File: src/rtl/mult_sequencer_pkg.sv
// Shared definitions for the shift-add multiplier sequencer.
//   - ms_state_e : FSM state encoding (3 bits)
//   - WIDTH      : operand width, fixed at 32 by the external adder
//   - CNT_W      : iteration counter width (holds 0..WIDTH)
//   - MULT_ITERS : number of shift-add iterations per multiply
package mult_sequencer_pkg;

  localparam int WIDTH      = 32;
  localparam int CNT_W      = 6;
  localparam int MULT_ITERS = 32;

  typedef enum logic [2:0] {
    MS_IDLE   = 3'd0,
    MS_NEG_A  = 3'd1,
    MS_NEG_B  = 3'd2,
    MS_ITER   = 3'd3,
    MS_NEG_LO = 3'd4,
    MS_NEG_HI = 3'd5,
    MS_DONE   = 3'd6
  } ms_state_e;

  // Product is negative only for a signed multiply with operands of differing sign.
  function automatic logic result_negative(input logic is_signed,
                                           input logic a_msb,
                                           input logic b_msb);
    return is_signed & (a_msb ^ b_msb);
  endfunction

  // True on the final shift-add iteration.
  function automatic logic is_last_iter(input logic [CNT_W-1:0] cnt);
    return (cnt == CNT_W'(MULT_ITERS - 1));
  endfunction

endpackage

File: src/rtl/mult_sequencer_if.sv
// Request/result bus of the multiplier sequencer.
//   master : start, is_signed, a, b out; busy, done, product_hi/lo in
//   slave  : the mirror image, used by mult_sequencer
interface mult_sequencer_if;
  import mult_sequencer_pkg::*;

  logic             start;
  logic             is_signed;
  logic [WIDTH-1:0] a;
  logic [WIDTH-1:0] b;
  logic             busy;
  logic             done;
  logic [WIDTH-1:0] product_hi;
  logic [WIDTH-1:0] product_lo;

  modport master (
    output start, is_signed, a, b,
    input  busy, done, product_hi, product_lo
  );

  modport slave (
    input  start, is_signed, a, b,
    output busy, done, product_hi, product_lo
  );
endinterface

File: src/rtl/mult_sequencer_shift_reg.sv
// Datapath registers of the multiplier: hi/lo partial product, multiplicand and the
// borrow flag carried from the low-word negate to the high-word negate.
// Ports:
//   clk, reset            clock, synchronous active-high reset
//   load, a_in, b_in      capture operands (hi=0, lo=b, mcand=a)
//   shift                 {hi,lo} <= {add_cout, add_out, lo[31:1]}
//   wr_mcand/wr_lo/wr_hi  overwrite that register with add_out
//   wr_borrow             borrow_n <= add_cout
//   add_out, add_cout     result of the shared adder
//   hi, lo, mcand, borrow_n  current register values
//   hi_nxt, lo_nxt        values being written this edge (used to capture the product)
module mult_shift_reg
  import mult_sequencer_pkg::*;
(
  input  logic             clk,
  input  logic             reset,
  input  logic             load,
  input  logic [WIDTH-1:0] a_in,
  input  logic [WIDTH-1:0] b_in,
  input  logic             shift,
  input  logic             wr_mcand,
  input  logic             wr_lo,
  input  logic             wr_hi,
  input  logic             wr_borrow,
  input  logic [WIDTH-1:0] add_out,
  input  logic             add_cout,
  output logic [WIDTH-1:0] hi,
  output logic [WIDTH-1:0] lo,
  output logic [WIDTH-1:0] mcand,
  output logic             borrow_n,
  output logic [WIDTH-1:0] hi_nxt,
  output logic [WIDTH-1:0] lo_nxt
);

  logic [WIDTH-1:0] hi_r, lo_r, mcand_r;
  logic             borrow_r;
  logic [WIDTH-1:0] hi_nxt_s, lo_nxt_s, mcand_nxt_s;
  logic             borrow_nxt_s;

  // Next-value selection: load, shift, then the individual write enables.
  always_comb begin
    hi_nxt_s     = hi_r;
    lo_nxt_s     = lo_r;
    mcand_nxt_s  = mcand_r;
    borrow_nxt_s = borrow_r;
    if (load) begin
      hi_nxt_s     = {WIDTH{1'b0}};
      lo_nxt_s     = b_in;
      mcand_nxt_s  = a_in;
      borrow_nxt_s = 1'b0;
    end else if (shift) begin
      // Carry-out becomes the new hi MSB so the 33-bit partial sum is never truncated.
      hi_nxt_s = {add_cout, add_out[WIDTH-1:1]};
      lo_nxt_s = {add_out[0], lo_r[WIDTH-1:1]};
    end else begin
      if (wr_mcand) mcand_nxt_s = add_out;
      else          mcand_nxt_s = mcand_r;
      if (wr_lo)    lo_nxt_s = add_out;
      else          lo_nxt_s = lo_r;
      if (wr_hi)    hi_nxt_s = add_out;
      else          hi_nxt_s = hi_r;
      if (wr_borrow) borrow_nxt_s = add_cout;
      else           borrow_nxt_s = borrow_r;
    end
  end

  // Register update with synchronous clear.
  always_ff @(posedge clk) begin
    if (reset) begin
      hi_r     <= {WIDTH{1'b0}};
      lo_r     <= {WIDTH{1'b0}};
      mcand_r  <= {WIDTH{1'b0}};
      borrow_r <= 1'b0;
    end else begin
      hi_r     <= hi_nxt_s;
      lo_r     <= lo_nxt_s;
      mcand_r  <= mcand_nxt_s;
      borrow_r <= borrow_nxt_s;
    end
  end

  assign hi       = hi_r;
  assign lo       = lo_r;
  assign mcand    = mcand_r;
  assign borrow_n = borrow_r;
  assign hi_nxt   = hi_nxt_s;
  assign lo_nxt   = lo_nxt_s;

endmodule

File: src/rtl/mult_sequencer.sv
// Multi-cycle 32x32->64 shift-add multiplier (MULT/MULTU) that time-shares one external
// AdderSubtractor. Signed operands are converted to magnitudes, multiplied unsigned and
// the 64-bit result negated when the signs differ. Latency is data independent:
// done 33 edges after the accepting edge for unsigned, 37 for signed.
// Ports:
//   clk, reset           clock, synchronous active-high reset
//   bus (slave)          start/is_signed/a/b request, busy/done/product_hi/product_lo result
//   add_a, add_b         adder operands
//   add_ctl0             1 = subtract
//   add_ctl1             always 0
//   add_out, add_cout    adder result and carry-out
module mult_sequencer
  import mult_sequencer_pkg::*;
(
  input  logic             clk,
  input  logic             reset,
  mult_sequencer_if.slave  bus,
  output logic [WIDTH-1:0] add_a,
  output logic [WIDTH-1:0] add_b,
  output logic             add_ctl0,
  output logic             add_ctl1,
  input  logic [WIDTH-1:0] add_out,
  input  logic             add_cout
);

  ms_state_e        state_r;
  logic [CNT_W-1:0] cnt_r;
  logic             is_signed_r;
  logic             sign_res_r;
  logic             busy_r;
  logic             done_r;
  logic [WIDTH-1:0] prod_hi_r, prod_lo_r;

  logic             load_s, shift_s, wr_mcand_s, wr_lo_s, wr_hi_s, wr_borrow_s;
  logic [WIDTH-1:0] hi_s, lo_s, mcand_s, hi_nxt_s, lo_nxt_s;
  logic             borrow_n_s;

  // Datapath control strobes decoded from the current state.
  always_comb begin
    load_s      = (state_r == MS_IDLE) && bus.start;
    shift_s     = (state_r == MS_ITER);
    wr_mcand_s  = (state_r == MS_NEG_A) && mcand_s[WIDTH-1];
    wr_lo_s     = ((state_r == MS_NEG_B) && lo_s[WIDTH-1]) ||
                  ((state_r == MS_NEG_LO) && sign_res_r);
    wr_borrow_s = (state_r == MS_NEG_LO) && sign_res_r;
    wr_hi_s     = (state_r == MS_NEG_HI) && sign_res_r;
  end

  // Adder input muxing; idle and done states present zeros.
  always_comb begin
    add_a    = {WIDTH{1'b0}};
    add_b    = {WIDTH{1'b0}};
    add_ctl0 = 1'b0;
    case (state_r)
      MS_NEG_A: begin
        add_b    = mcand_s;
        add_ctl0 = 1'b1;
      end
      MS_NEG_B: begin
        add_b    = lo_s;
        add_ctl0 = 1'b1;
      end
      MS_ITER: begin
        add_a = hi_s;
        add_b = lo_s[0] ? mcand_s : {WIDTH{1'b0}};
      end
      MS_NEG_LO: begin
        add_b    = lo_s;
        add_ctl0 = 1'b1;
      end
      MS_NEG_HI: begin
        // Ones' complement of hi unless the low word was zero (borrow_n set): two's complement.
        add_a    = borrow_n_s ? {WIDTH{1'b0}} : {WIDTH{1'b1}};
        add_b    = hi_s;
        add_ctl0 = 1'b1;
      end
      default: begin
        add_a    = {WIDTH{1'b0}};
        add_b    = {WIDTH{1'b0}};
        add_ctl0 = 1'b0;
      end
    endcase
  end

  assign add_ctl1 = 1'b0;

  mult_shift_reg u_shift_reg (
    .clk       (clk),
    .reset     (reset),
    .load      (load_s),
    .a_in      (bus.a),
    .b_in      (bus.b),
    .shift     (shift_s),
    .wr_mcand  (wr_mcand_s),
    .wr_lo     (wr_lo_s),
    .wr_hi     (wr_hi_s),
    .wr_borrow (wr_borrow_s),
    .add_out   (add_out),
    .add_cout  (add_cout),
    .hi        (hi_s),
    .lo        (lo_s),
    .mcand     (mcand_s),
    .borrow_n  (borrow_n_s),
    .hi_nxt    (hi_nxt_s),
    .lo_nxt    (lo_nxt_s)
  );

  // Sequencer FSM, iteration counter and registered status/result outputs.
  always_ff @(posedge clk) begin
    if (reset) begin
      state_r     <= MS_IDLE;
      cnt_r       <= {CNT_W{1'b0}};
      is_signed_r <= 1'b0;
      sign_res_r  <= 1'b0;
      busy_r      <= 1'b0;
      done_r      <= 1'b0;
      prod_hi_r   <= {WIDTH{1'b0}};
      prod_lo_r   <= {WIDTH{1'b0}};
    end else begin
      case (state_r)
        MS_IDLE: begin
          done_r <= 1'b0;
          if (bus.start) begin
            is_signed_r <= bus.is_signed;
            sign_res_r  <= result_negative(bus.is_signed, bus.a[WIDTH-1], bus.b[WIDTH-1]);
            cnt_r       <= {CNT_W{1'b0}};
            busy_r      <= 1'b1;
            state_r     <= bus.is_signed ? MS_NEG_A : MS_ITER;
          end else begin
            state_r <= MS_IDLE;
          end
        end
        MS_NEG_A: state_r <= MS_NEG_B;
        MS_NEG_B: state_r <= MS_ITER;
        MS_ITER: begin
          cnt_r <= cnt_r + CNT_W'(1);
          if (is_last_iter(cnt_r)) begin
            if (is_signed_r) begin
              state_r <= MS_NEG_LO;
            end else begin
              // Finish: the product is taken from the values being written this edge.
              state_r   <= MS_DONE;
              busy_r    <= 1'b0;
              done_r    <= 1'b1;
              prod_hi_r <= hi_nxt_s;
              prod_lo_r <= lo_nxt_s;
            end
          end else begin
            state_r <= MS_ITER;
          end
        end
        MS_NEG_LO: state_r <= MS_NEG_HI;
        MS_NEG_HI: begin
          state_r   <= MS_DONE;
          busy_r    <= 1'b0;
          done_r    <= 1'b1;
          prod_hi_r <= hi_nxt_s;
          prod_lo_r <= lo_nxt_s;
        end
        MS_DONE: begin
          done_r  <= 1'b0;
          state_r <= MS_IDLE;
        end
        default: begin
          state_r <= MS_IDLE;
          busy_r  <= 1'b0;
          done_r  <= 1'b0;
        end
      endcase
    end
  end

  assign bus.busy       = busy_r;
  assign bus.done       = done_r;
  assign bus.product_hi = prod_hi_r;
  assign bus.product_lo = prod_lo_r;

endmodule

File: src/flat_wrapper.sv
// flat-port wrapper written by rule: the top's interface ports become plain ports
module mult_sequencer_flat import mult_sequencer_pkg::*;
  (clk, reset, add_a, add_b, add_ctl0, add_ctl1, add_out, add_cout, bus_start, bus_is_signed, bus_a, bus_b, bus_busy, bus_done, bus_product_hi, bus_product_lo);
  mult_sequencer_if bus_i ();
  input  logic clk;
  input  logic reset;
  output logic [WIDTH-1:0] add_a;
  output logic [WIDTH-1:0] add_b;
  output logic add_ctl0;
  output logic add_ctl1;
  input  logic [WIDTH-1:0] add_out;
  input  logic add_cout;
  input wire logic [$bits(bus_i.start)-1:0] bus_start;
  input wire logic [$bits(bus_i.is_signed)-1:0] bus_is_signed;
  input wire logic [$bits(bus_i.a)-1:0] bus_a;
  input wire logic [$bits(bus_i.b)-1:0] bus_b;
  output wire logic [$bits(bus_i.busy)-1:0] bus_busy;
  output wire logic [$bits(bus_i.done)-1:0] bus_done;
  output wire logic [$bits(bus_i.product_hi)-1:0] bus_product_hi;
  output wire logic [$bits(bus_i.product_lo)-1:0] bus_product_lo;
  assign bus_i.start = bus_start;
  assign bus_i.is_signed = bus_is_signed;
  assign bus_i.a = bus_a;
  assign bus_i.b = bus_b;
  assign bus_busy = bus_i.busy;
  assign bus_done = bus_i.done;
  assign bus_product_hi = bus_i.product_hi;
  assign bus_product_lo = bus_i.product_lo;
  mult_sequencer u_core (.clk(clk), .reset(reset), .bus(bus_i), .add_a(add_a), .add_b(add_b), .add_ctl0(add_ctl0), .add_ctl1(add_ctl1), .add_out(add_out), .add_cout(add_cout));
endmodule
File: config.mk
export PLATFORM = sky130hd
export DESIGN_NAME = mult_sequencer_flat
export DESIGN_NICKNAME = d
export VERILOG_FILES = /design/src/rtl/mult_sequencer_pkg.sv /design/src/rtl/mult_sequencer_if.sv /design/src/rtl/mult_sequencer_shift_reg.sv /design/src/rtl/mult_sequencer.sv /design/src/flat_wrapper.sv
export SDC_FILE = /design/constraint.sdc
export NUM_CORES = 1
export LEC_CHECK = 0
export CORE_MARGIN = 2
export CORE_UTILIZATION = 53
export DETAILED_ROUTE_END_ITERATION = 16
export GPL_ROUTABILITY_DRIVEN = 0
export GPL_TIMING_DRIVEN = 0
export PLACE_DENSITY_LB_ADDON = 0.15
export SETUP_SLACK_MARGIN = 0.3
export SYNTH_ARGS = -nofsm -noshare
export SYNTH_HDL_FRONTEND = slang
export SYNTH_SLANG_ARGS = --single-unit
File: constraint.sdc
create_clock -name clk -period 3.5 [get_ports clk]
set_clock_uncertainty 0.15 [all_clocks]
set_input_delay 0.7 -clock clk [delete_from_list [all_inputs] [get_ports clk]]
set_output_delay 0.7 -clock clk [all_outputs]
set_load 0.02 [all_outputs]
# [Word-level counts from Yosys, hierarchy flattened]
# Cells that the tools add are included.
[classes] reduce_logical=22 magnitude_cmp=0 n_div=0 shifts=0 bitwise=5 n_eq_ne=11 multipliers=0 n_mux=34 addsub=1
[op_table] operator="32-bit two-way mux" count=15
[op_table] operator="32-bit one-hot mux with 2 select lines" count=3
[op_table] operator="32-bit one-hot mux with 4 select lines" count=1
[op_table] operator="3-bit one-hot mux with 6 select lines" count=1
[op_table] operator="6-bit one-hot mux with 2 select lines" count=1
[op_table] operator="3-bit equality test, second input constant" count=3
[op_table] operator="2-bit AND reduction" count=4
[op_table] operator="4-bit OR reduction" count=2
[op_table] operator="6-bit by 1-bit adder with 6-bit output, second input constant" count=1
[op_table] operator="3-bit by 2-bit equality test with 1-bit output, second input constant" count=2
[op_table] operator="6-bit by 5-bit equality test with 1-bit output, second input constant" count=1
[op_table] operator="1-bit two-way mux" count=6
[op_table] operator="3-bit two-way mux" count=2
[op_table] operator="6-bit two-way mux" count=1
[op_table] operator="2-bit inequality test, second input constant" count=3
[op_table] operator="1-bit one-hot mux with 3 select lines" count=2
[op_table] operator="3-bit AND reduction" count=2
[op_table] operator="2-bit nonzero test" count=3
[op_table] operator="1-bit logical AND" count=5
[op_table] operator="2-bit two-way mux" count=2
[op_table] operator="4-bit AND reduction" count=1
[op_table] operator="2-bit OR reduction" count=2
[op_table] operator="3-bit by 1-bit equality test with 1-bit output, second input constant" count=1
[op_table] operator="3-bit zero test" count=1
[op_table] operator="other kinds (6)" count=8
[totals] output_inout_bits=132 ram_bits=0 memories=0 wordCells=85 latchBits=0 input_bits=101 mem_bits_ro=0 regBits=174

# [Logic depth before layout (Yosys ltp)]
# Gate-level depths: netlist of the first run.
[depth] word_depth=9 ltp_mapped=8 depth_no_buf=5

# [Cells and area by module]
# Synthesis of the first run repeated with hierarchy kept, for this count alone.
[hier_totals] hier_cells=1326 area_unflattened_um2=10998.0
[modules_own_cells] module="mult_sequencer" instances=1 seq_area_each_um2=1541.5 area_each_um2=5972.0 cells_each=748
[modules_own_cells] module="mult_shift_reg" instances=1 seq_area_each_um2=1941.9 area_each_um2=5026.1 cells_each=578

# [Least setup slack after synthesis of the first run]
# No wires, ideal clock.
[synth_path] path_kind="register to output" from="reg u_core.state_r[2]" to="out add_b[0]" t_arrival_ps=1613 slack_ps=1037 stages_incl_launch_ff=7 required_time_ps=2650 path_buffers=3 path_cell_list="dfxtp_1 buf_2 clkbuf_1 clkbuf_1 o32ai_1 nand2_1 o21ai_0"
[synth_via] elab_chain_len=3 elab_cells_between_ends=7 classes_between="5 x eq/ne; 1 x mux; 1 x reduce/logical"
[synth_rtl] element="from (decl)" line_no="mult_sequencer.sv:26" text="ms_state_e state_r;"
[synth_rtl] element="from (signal assigned)" line_no="mult_sequencer.sv:128" text="state_r <= bus.is_signed ? MS_NEG_A : MS_ITER;"
[synth_rtl] element="3-bit equality test / 3-bit by 2-bit equality test with 1-bit output (equally long branches)" line_no="mult_sequencer.sv:54" text="case (state_r)"
[synth_rtl] element="2-bit OR reduction (no line)"
[synth_rtl] element="32-bit one-hot mux with 4 select lines (*)" line_no="mult_sequencer.sv:54"
[synth_rtl] element="to (decl)" line_no="flat_wrapper.sv:8" text="output logic [WIDTH-1:0] add_b;"
# Every way passes the cells marked *; elsewhere a longest branch is shown, timed or not.

# [Worst setup path in the final report of the first run]
[layout_path] from="reg u_core.state_r[1]" to="out add_a[29]"
[layout_via] elab_chain_len=2 elab_cells_between_ends=3 classes_between="2 x eq/ne; 1 x mux"
[layout_rtl] element="3-bit equality test / 3-bit by 2-bit equality test with 1-bit output (equally long branches)" line_no="mult_sequencer.sv:54"
[layout_rtl] element="32-bit one-hot mux with 2 select lines (*)" line_no="mult_sequencer.sv:54"
[layout_rtl] element="to (decl)" line_no="flat_wrapper.sv:7" text="output logic [WIDTH-1:0] add_a;"
# Marked as above.

==> impl_metrics.env, run 1 <==
export IMPL_syn_area_per_cell_um2=8.13
export IMPL_timing_final_ws_setup_ps=321
export IMPL_r2r_setup_slack_ps=910
export IMPL_syn2layout_area_growth_pct=37.4
export IMPL_core_mm2=0.0160
export IMPL_io_pins=233
export IMPL_cp_end_kind="output port"
export IMPL_cts_sinks=174
export IMPL_track_usage_pct=37.0
export IMPL_drive_gt1_share_pct=10.1
export IMPL_powerDensity_mw_per_mm2=432
export IMPL_post_synth_fa_ha_maj_area_fraction_pct=0.143
export IMPL_dpl_hpwl_um=24200
export IMPL_wl_per_cell_um=21.5
export IMPL_synth_compound_area_share_pct=28.5
export IMPL_grt_remaining_overflow=0
export IMPL_synth_top_cell_by_area="dfxtp_1"
export IMPL_synth_edf_count=0
export IMPL_maxCapViolations=0
export IMPL_synthMuxAreaShare_pct=4.35
export IMPL_grt_pass1_wl_um=51000
export IMPL_crit_arrival_ps=2330
export IMPL_min_path_type="reg -> reg"
export IMPL_first_pass_iters=5
export IMPL_start_kind="register"
export IMPL_post_dp_cell_area_mm2=0.0113
export IMPL_yosys_area_share_simple_pct=20.9
export IMPL_cts_htree_levels=4
export IMPL_p_switching_w=0.00145
export IMPL_outcome="completed"
export IMPL_relSlewSlack_pct=49.3
export IMPL_route_detailed_drc=0
export IMPL_drt_iter0_drc=1533
export IMPL_routed_wl_um=33400
export IMPL_dieWidth_um=132
export IMPL_postRouteAntennaNets=0
export IMPL_swShare_pct=27.9
export IMPL_yosysSeqAreaShare_pct=39.8
export IMPL_period_share_pct=90.8
export IMPL_p_comb_share_pct=18.6
export IMPL_yosys_warnings=0
export IMPL_rows=46
export IMPL_timing_critical_path_required_ps=2650
export IMPL_root_buffer="clkbuf_16"
export IMPL_p_seq_share_pct=41.8
export IMPL_synth_area_leaders="dfxtp_1, a21o_1, nand2_1, a311oi_1, nor2_1"
export IMPL_synth_nets=1178
export IMPL_final_setup_viol_count=0
export IMPL_clk_latency_ps=440
export IMPL_layout_common_cells="dfxtp_1, clkdlybuf4s50_1, nand2_1"
export IMPL_pwr_share_clk_pct=39.6
export IMPL_tightest_slew_ps=761
export IMPL_synth_area_mm2=0.00875
export IMPL_cts_tree="yes"
export IMPL_clockBufferDepth=2
export IMPL_synth_xor_area_share_pct=0.300
export IMPL_synth_top_family_by_area="compound AO/OA/AOI/OAI gates"
export IMPL_stdcell_area_mm2=0.0120
export IMPL_cts_clk_slew_worst_paths_ps=60
export IMPL_grt_max_degree=17
export IMPL_hold_viol=0
export IMPL_io_buffers=231
export IMPL_ys_seq_elements=174
export IMPL_fin_util_pct=75.1
export IMPL_num_antenna_cells=0
export IMPL_max_freq_ghz=0.315
export IMPL_start_util_pct=54.7
export IMPL_dieArea_mm2=0.0175
export IMPL_die_height_um=132
export IMPL_worst_ir_drop_vdd_mv=0.420
export IMPL_crit_fanout=10
export IMPL_netlist_instances=1076
export IMPL_rsz0062_at_grt="true"
export IMPL_power_internal_w=0.00374
export IMPL_first_global_vias=9104
export IMPL_drv_slew=0
export IMPL_cts_buffers=17
export IMPL_synth_top_area_share_pct=39.8
export IMPL_final_common_cell="dfxtp_1"
export IMPL_synth_cell_type_count=48
export IMPL_vias_per_cell=6.33
export IMPL_path_class="reg -> out"
export IMPL_yosys_most_used_dff="dfxtp_1"
export IMPL_pre_cts_ws_ps=-174
export IMPL_finalCriticalPeriod_ps=3180
export IMPL_async_flop_share_pct=0
export IMPL_leakage_nw=4.92
export IMPL_num_nets_final=1432
export IMPL_via_count=9847
export IMPL_antenna_found_initial=0
export IMPL_p_total_w=0.00519
==> per-stage QoR <==
stage | hold slack, ps | instances | TNS, ps
finish | 331 | 1556 | 0
global route | 346 | 1556 | 0
CTS | 332 | 1556 | 0
detailed placement | 306 | 1523 | -2670
global placement | 313 | 1523 | -2740
floorplan | 305 | 1076 | 0
==> kinds of logic (layout without fill, tap and decap cells) <==
kind of cell | count (synthesis) | count (layout)
buffers and inverters | 116 | 380
XOR/XNOR | 3 | 3
other | 1 | 1
multiplexers | 34 | 34
AO/OA/AOI/OAI | 346 | 346
adder cells (fa/ha/maj) | 1 | 1
AND/OR/NAND/NOR | 401 | 401
flip-flops | 174 | 174
==> power by group through the flow <==
stage / Clock, W / Combinational (W) / Sequential [W]
finish: 0.00205 / 0.000964 / 0.00217
floorplan: 0 / 0.000539 / 0.00218
detailed placement: 0 / 0.000915 / 0.00220
global route: 0.00212 / 0.00102 / 0.00218
CTS: 0.00204 / 0.000932 / 0.00216
global placement: 0 / 0.000901 / 0.00220
==> metal layers <==
metal	up-vias	GRT usage [%]	wire length [µm]
li1	4392	-	-
met2	794	57.6	15000
met3	119	9.77	4400
met5	-	0	0
met4	0	15.3	1190
met1	4542	48.7	12800
==> worst max-delay path, stage by stage, from the launching register on <==
cell and delay (ps):
dfxtp_4 410, buf_6 160, and3b_1 160, clkbuf_2 180, buf_4 240, clkbuf_4 230
a21o_1 190, clkdlybuf4s15_1 320
==> flip-flops by register name (all words and copies together), names as in the netlist <==
| register | flops |
|---|---|
| u_core.bus.product_hi | 32 |
| u_core.u_shift_reg.borrow_n | 1 |
| u_core.state_r | 3 |
| u_core.bus.done | 1 |
| u_core.is_signed_r | 1 |
| u_core.bus.busy | 1 |
| u_core.u_shift_reg.hi | 32 |
| u_core.bus.product_lo | 32 |
| u_core.cnt_r | 6 |
| u_core.u_shift_reg.mcand | 32 |
| u_core.u_shift_reg.lo | 32 |
| u_core.sign_res_r | 1 |
==> worst paths after layout <==
check	depth (start not counted)	to	start
worst min register to register	1	u_core.bus.done	u_core.bus.done
worst max register to register	6	u_core.bus.product_hi[20]	u_core.cnt_r[0]
worst max-delay path	7	add_a[29]	u_core.state_r[1]
worst min-delay path	1	u_core.bus.done	u_core.bus.done
==> cells in the mapped netlist (3+ instances only) <==
master    instances
a211oi_1         34
a21o_1           94
a21oi_1          41
a22oi_1          64
a311oi_1         64
and2_1            3
buf_2            44
buf_4             8
clkbuf_1         60
dfxtp_1         174
mux2_1           32
nand2_1         164
nand2b_1          5
nand3_1          35
nand3b_1         34
nor2_1          137
nor2b_1           3
o21ai_0           8
o21ai_1          30
o22ai_1           3
==> layout make-up <==
cell class                      count  area (µm²)
Tap cell                          216         270
Clock buffer                       23         488
Buffer                            113         608
Fill cell                        1210        3980
Inverter                            3        11.3
Multi-Input combinational cell    786        4790
Clock inverter                      6         133
Sequential cell                   174        3490
Timing Repair Buffer              235        2230
==> what timing repair did <==
item / in CTS / in global routing
buffers inserted: 4 / 0
setup endpoints to repair: 63 / 63
hold buffers: 0 / 0
resized for setup: 133 / 46
cloned: 0 / 0
pin swaps: 1 / 0
No activity file was read; power rests on OpenSTA's default activity.
==> run 2, diff against run 1 <==
--- a/config.mk
+++ b/config.mk
@@ -5,6 +5,7 @@
 export SDC_FILE = /design/constraint.sdc
 export NUM_CORES = 1
 export LEC_CHECK = 0
+export CORE_ASPECT_RATIO = 1.2
 export CORE_MARGIN = 2
 export CORE_UTILIZATION = 53
 export DETAILED_ROUTE_END_ITERATION = 16
==> run 2 against run 1 <==
Net effect: sequential power is essentially flat; wire length shrank 2.5%; final area shrank 1.6%; core utilization shrank 2.1 points; combinational power shrank 2%; register-to-register slack gained 160 ps; flip-flop and latch count is the same; clock power shrank 15%; global-route usage shrank 0.48 points; critical path type unchanged.
==> impl_metrics.env, run 2 (synthesis gave the netlist of run 1 again) <==
export IMPL_cts_tree="yes"
export IMPL_track_usage_pct=36.5
export IMPL_cp_end_kind="output port"
export IMPL_dieWidth_um=121
export IMPL_p_comb_share_pct=19.5
export IMPL_p_switching_w=0.00143
export IMPL_powerDensity_mw_per_mm2=410
export IMPL_drive_gt1_share_pct=10.0
export IMPL_postRouteAntennaNets=0
export IMPL_cts_clk_slew_worst_paths_ps=60
export IMPL_p_total_w=0.00485
export IMPL_stdcell_area_mm2=0.0118
export IMPL_first_global_vias=9367
export IMPL_dpl_hpwl_um=23800
export IMPL_first_pass_iters=6
export IMPL_reg2reg_from="u_core.state_r[0]"
export IMPL_pwr_share_clk_pct=35.8
export IMPL_hold_depth=1
export IMPL_via_count=9735
export IMPL_grt_max_degree=17
export IMPL_clockBufferDepth=2
export IMPL_swShare_pct=29.5
export IMPL_cts_htree_levels=4
export IMPL_core_mm2=0.0162
export IMPL_final_common_cell="dfxtp_1"
export IMPL_p_seq_share_pct=44.7
export IMPL_crit_fanout=10
export IMPL_worst_ir_drop_vdd_mv=0.355
export IMPL_syn2layout_area_growth_pct=35.3
export IMPL_leakage_nw=4.88
export IMPL_outcome="completed"
export IMPL_die_height_um=145
export IMPL_route_detailed_drc=0
export IMPL_r2r_cells=6
export IMPL_root_buffer="clkbuf_16"
export IMPL_crit_arrival_ps=2300
export IMPL_antenna_found_initial=0
export IMPL_r2r_setup_slack_ps=1070
export IMPL_routed_wl_um=32600
export IMPL_power_internal_w=0.00342
export IMPL_timing_critical_path_required_ps=2650
export IMPL_clk_latency_ps=440
export IMPL_maxCapViolations=0
export IMPL_tightest_slew_ps=736
export IMPL_final_cells=1551
export IMPL_layout_common_cells="dfxtp_1, clkdlybuf4s50_1, nand2_1"
export IMPL_drv_slew=0
export IMPL_path_class="reg -> out"
export IMPL_holdPathEnd="u_core.bus.done"
export IMPL_hold_viol=0
export IMPL_min_path_type="reg -> reg"
export IMPL_timing_hold_ws_ps=341
export IMPL_start_kind="register"
export IMPL_num_antenna_cells=0
export IMPL_dieArea_mm2=0.0175
export IMPL_finalCriticalPeriod_ps=3150
export IMPL_nFillCells=1331
export IMPL_post_dp_cell_area_mm2=0.0113
export IMPL_cts_hold_buffers=0
export IMPL_vias_per_cell=6.28
export IMPL_final_setup_viol_count=0
export IMPL_relSlewSlack_pct=50.9
export IMPL_num_nets_final=1430
export IMPL_dp_cells=1519
export IMPL_period_share_pct=90.0
export IMPL_max_freq_ghz=0.317
export IMPL_rr_endpoint="u_core.u_shift_reg.mcand[28]"
export IMPL_wl_per_cell_um=21.0
export IMPL_io_pins=233
export IMPL_start_util_pct=54.0
export IMPL_cts_sinks=174
export IMPL_drt_iter0_drc=1042
export IMPL_grt_pass1_wl_um=49400
export IMPL_rsz0062_at_grt="true"
export IMPL_hold_start="u_core.bus.done"
export IMPL_cts_buffers=17
export IMPL_rows=51
export IMPL_io_buffers=231
export IMPL_grt_remaining_overflow=0
run 2: changes by cell type in the layout (fill, tap and decap cells not counted), sizes merged, moves of 2 or more:
cell           change
clkdlybuf4s15      -9
clkbuf             +6
bufinv             -4
clkinv             +4
dlygate4sd2        +3
buf                -2
run 2: repair_timing:
action	CTS	global route
setup endpoints to repair	63	61
resized for setup	129	44
pin swaps	1	0
setup buffers	2	0
run 2: area by class of cell:
cell class | instances | area, µm² | area share (%)
Sequential cell | 174 | 3490 | 29.5
Clock inverter | 7 | 40.0 | 0.338
Timing Repair Buffer | 233 | 2190 | 18.5
Tap cell | 212 | 265 | 2.24
Buffer | 113 | 592 | 5.00
Inverter | 3 | 11.3 | 0.0952
Multi-Input combinational cell | 786 | 4770 | 40.3
Clock buffer | 23 | 478 | 4.04
run 2: power groups by stage:
stage	combinational, W	sequential, W	clock (W)
after floorplan	0.000539	0.00218	0
final	0.000945	0.00217	0.00174
after CTS	0.000929	0.00216	0.00173
after global placement	0.000901	0.00220	0
after detailed placement	0.000917	0.00220	0
after global routing	0.00101	0.00217	0.00181
run 2: critical path, stage by stage, from the launching register on:
cell	delay (ps)
dfxtp_4	370
buf_4	170
buf_4	190
xnor2_2	190
nor2_2	70
buf_4	160
buf_4	180
a22oi_1	180
nand2_1	90
clkdlybuf4s15_2	250
run 2: how the worst max path moves through the flow:
stage,to,from,slack [ps]
6_report,add_b[11],u_core.state_r[1],350
5_1_grt,add_b[30],u_core.state_r[1],230
4_1_cts,add_b[15],u_core.state_r[0],270
3_5_place_dp,add_b[11],u_core.state_r[0],-120
3_3_place_gp,add_b[14],u_core.state_r[0],-110
2_1_floorplan,add_b[0],u_core.state_r[2],1040
run 2: routing by layer:
layer / vias to the layer above / wire length [µm] / GRT usage (%)
li1: 4382 / - / -
met1: 4506 / 12400 / 43.9
met2: 673 / 15100 / 59.8
met3: 174 / 2720 / 6.35
met4: 0 / 2330 / 24.4
met5: - / 0 / 0
run 2: stage by stage:
stage	setup TNS [ps]	util, %	worst slack, ps
CTS	0	73.5	271
global placement	-2630	69.9	-114
detailed placement	-2530	69.9	-124
global route	0	73.0	229
floorplan	0	-	1040
finish	0	73.0	350
==> run 3, diff against run 2 <==
--- a/config.mk
+++ b/config.mk
@@ -6,7 +6,6 @@
 export NUM_CORES = 1
 export LEC_CHECK = 0
 export CORE_ASPECT_RATIO = 1.2
-export CORE_MARGIN = 2
 export CORE_UTILIZATION = 53
 export DETAILED_ROUTE_END_ITERATION = 16
 export GPL_ROUTABILITY_DRIVEN = 0
==> run 3 against run 2 <==
Net effect: final cell count up 0.13%; largest cell class unchanged; combinational power up 0.5%; highest routed layer unchanged; sequential power about the same; die area down 3.0%; global-route usage up 1.2 points.
==> impl_metrics.env, run 3 (synthesis gave the netlist of run 1 again) <==
export IMPL_reg2reg_from="u_core.cnt_r[0]"
export IMPL_outcome="completed"
export IMPL_postRouteAntennaNets=0
export IMPL_start_util_pct=54.0
export IMPL_cts_clk_slew_worst_paths_ps=70
export IMPL_die_height_um=143
export IMPL_cp_top_family="buffers and inverters"
export IMPL_path_class="reg -> out"
export IMPL_tightest_slew_ps=720
export IMPL_holdPathEnd="u_core.bus.done"
export IMPL_p_total_w=0.00504
export IMPL_grt_max_degree=17
export IMPL_dp_cells=1519
export IMPL_dpl_hpwl_um=23400
export IMPL_via_count=9774
export IMPL_leakage_nw=4.93
export IMPL_track_usage_pct=37.6
export IMPL_grt_remaining_overflow=0
export IMPL_rows=51
export IMPL_cts_hold_buffers=0
export IMPL_drv_slew=0
export IMPL_rsz0062_at_grt="true"
export IMPL_r2r_setup_slack_ps=1050
export IMPL_clockBufferDepth=2
export IMPL_crit_fanout=10
export IMPL_maxCapViolations=0
export IMPL_slowest_delay_ps=670
export IMPL_powerDensity_mw_per_mm2=423
export IMPL_syn2layout_area_growth_pct=36.3
export IMPL_num_antenna_cells=0
export IMPL_relSlewSlack_pct=52.0
export IMPL_drive_gt1_share_pct=10.6
export IMPL_hold_start="u_core.bus.done"
export IMPL_crit_slowest_cell="clkdlybuf4s50_1"
export IMPL_final_cells=1553
export IMPL_dieWidth_um=119
export IMPL_final_setup_viol_count=0
export IMPL_grt_pass1_wl_um=49500
export IMPL_first_global_vias=9374
export IMPL_clk_latency_ps=440
export IMPL_wl_per_cell_um=20.8
export IMPL_start_kind="register"
export IMPL_io_buffers=231
export IMPL_io_pins=233
export IMPL_vias_per_cell=6.29
export IMPL_cts_tree="yes"
export IMPL_path_cells="buf_6 > nand3b_1 > o22ai_1 > clkdlybuf4s50_1"
export IMPL_num_nets_final=1430
export IMPL_layout_common_cells="dfxtp_1, clkdlybuf4s50_1, nand2_1"
export IMPL_fin_util_pct=73.5
export IMPL_timing_critical_path_buf_inv=2
export IMPL_max_freq_ghz=0.311
export IMPL_drt_iter0_drc=1089
export IMPL_rr_endpoint="u_core.bus.product_lo[9]"
export IMPL_timing_hold_ws_ps=319
export IMPL_routed_wl_um=32300
export IMPL_core_mm2=0.0162
export IMPL_cp_end_kind="output port"
export IMPL_crit_arrival_ps=2360
export IMPL_r2r_cells=6
export IMPL_antenna_found_initial=0
export IMPL_hold_depth=1
export IMPL_hold_viol=0
export IMPL_period_share_pct=91.7
export IMPL_final_common_cell="dfxtp_1"
export IMPL_route_detailed_drc=0
export IMPL_cts_htree_levels=4
export IMPL_worst_ir_drop_vdd_mv=0.337
export IMPL_cts_sinks=174
export IMPL_first_pass_iters=6
export IMPL_min_path_type="reg -> reg"
export IMPL_cts_buffers=17
export IMPL_finalCriticalPeriod_ps=3210
export IMPL_timing_critical_path_required_ps=2650
export IMPL_dieArea_mm2=0.0170
export IMPL_root_buffer="clkbuf_16"
[run 3: cell types whose count changed in the layout (fill, tap and decap cells not counted), moves of 2 or more]
cell | before | now
bufinv_16 | 0 | 2
clkbuf_8 | 4 | 1
clkdlybuf4s15_1 | 4 | 1
clkinvlp_4 | 2 | 5
clkdlybuf4s15_2 | 5 | 3
clkinv_4 | 0 | 3
clkinv_2 | 5 | 2
clkbuf_2 | 26 | 28
clkbuf_1 | 48 | 45
inv_6 | 0 | 2
buf_6 | 2 | 5
[run 3: layout make-up]
cell class                 count  area [µm²]
clock buffer                  17         425
clock inverter                15         163
inverter                       3        11.3
tap                          212         265
sequential                   174        3490
timing repair buffer         233        2170
buffer                       113         604
fill                        1324        4290
multi-input combinational    786        4790
[run 3: what timing repair did]
action,in CTS,in global routing
pin swaps,1,0
gates resized for setup,132,48
buffers inserted,2,0
setup endpoints to repair,63,36
[run 3: stage by stage]
step	area (µm²)	setup WS, ps	TNS, ps
finish	11900	289	0
global route	11900	253	0
CTS	12000	162	0
detailed placement	11300	-125	-2610
global placement	11300	-110	-2290
floorplan	8750	1040	0
[run 3: per-layer routing]
layer / part of all wire [%] / track usage [%] / up-vias
li1: - / - / 4391
met1: 38 / 45.3 / 4564
met2: 47 / 61.9 / 668
met3: 9.0 / 6.27 / 151
met4: 6.3 / 25.1 / 0
met5: 0 / 0 / -
[run 3: report_power, final]
part / internal (W) / total, W / switching [W]
logic: 0.000389 / 0.000950 / 0.000560
clock network: 0.00106 / 0.00192 / 0.000864
registers: 0.00208 / 0.00217 / 0.0000855
total: 0.00353 / 0.00504 / 0.00151
[run 3: how the worst max path moves through the flow]
stage / slack (ps) / startpoint / cells after the start / to
floorplan: 1040 / u_core.state_r[2] / 6 / add_b[0]
CTS: 160 / u_core.state_r[0] / 7 / add_a[18]
global route: 250 / u_core.state_r[0] / 9 / add_b[1]
finish: 290 / u_core.state_r[2] / 4 / add_a[0]
detailed placement: -130 / u_core.state_r[0] / 8 / add_b[14]
global placement: -110 / u_core.state_r[0] / 8 / add_b[14]
[run 3: worst register-to-register path, stage by stage, from the launching register on]
cell and delay [ps]:
dfxtp_1 390, ha_1 240, nand3b_1 220, o41ai_2 270, buf_2 320, buf_1 520
a311oi_1 180
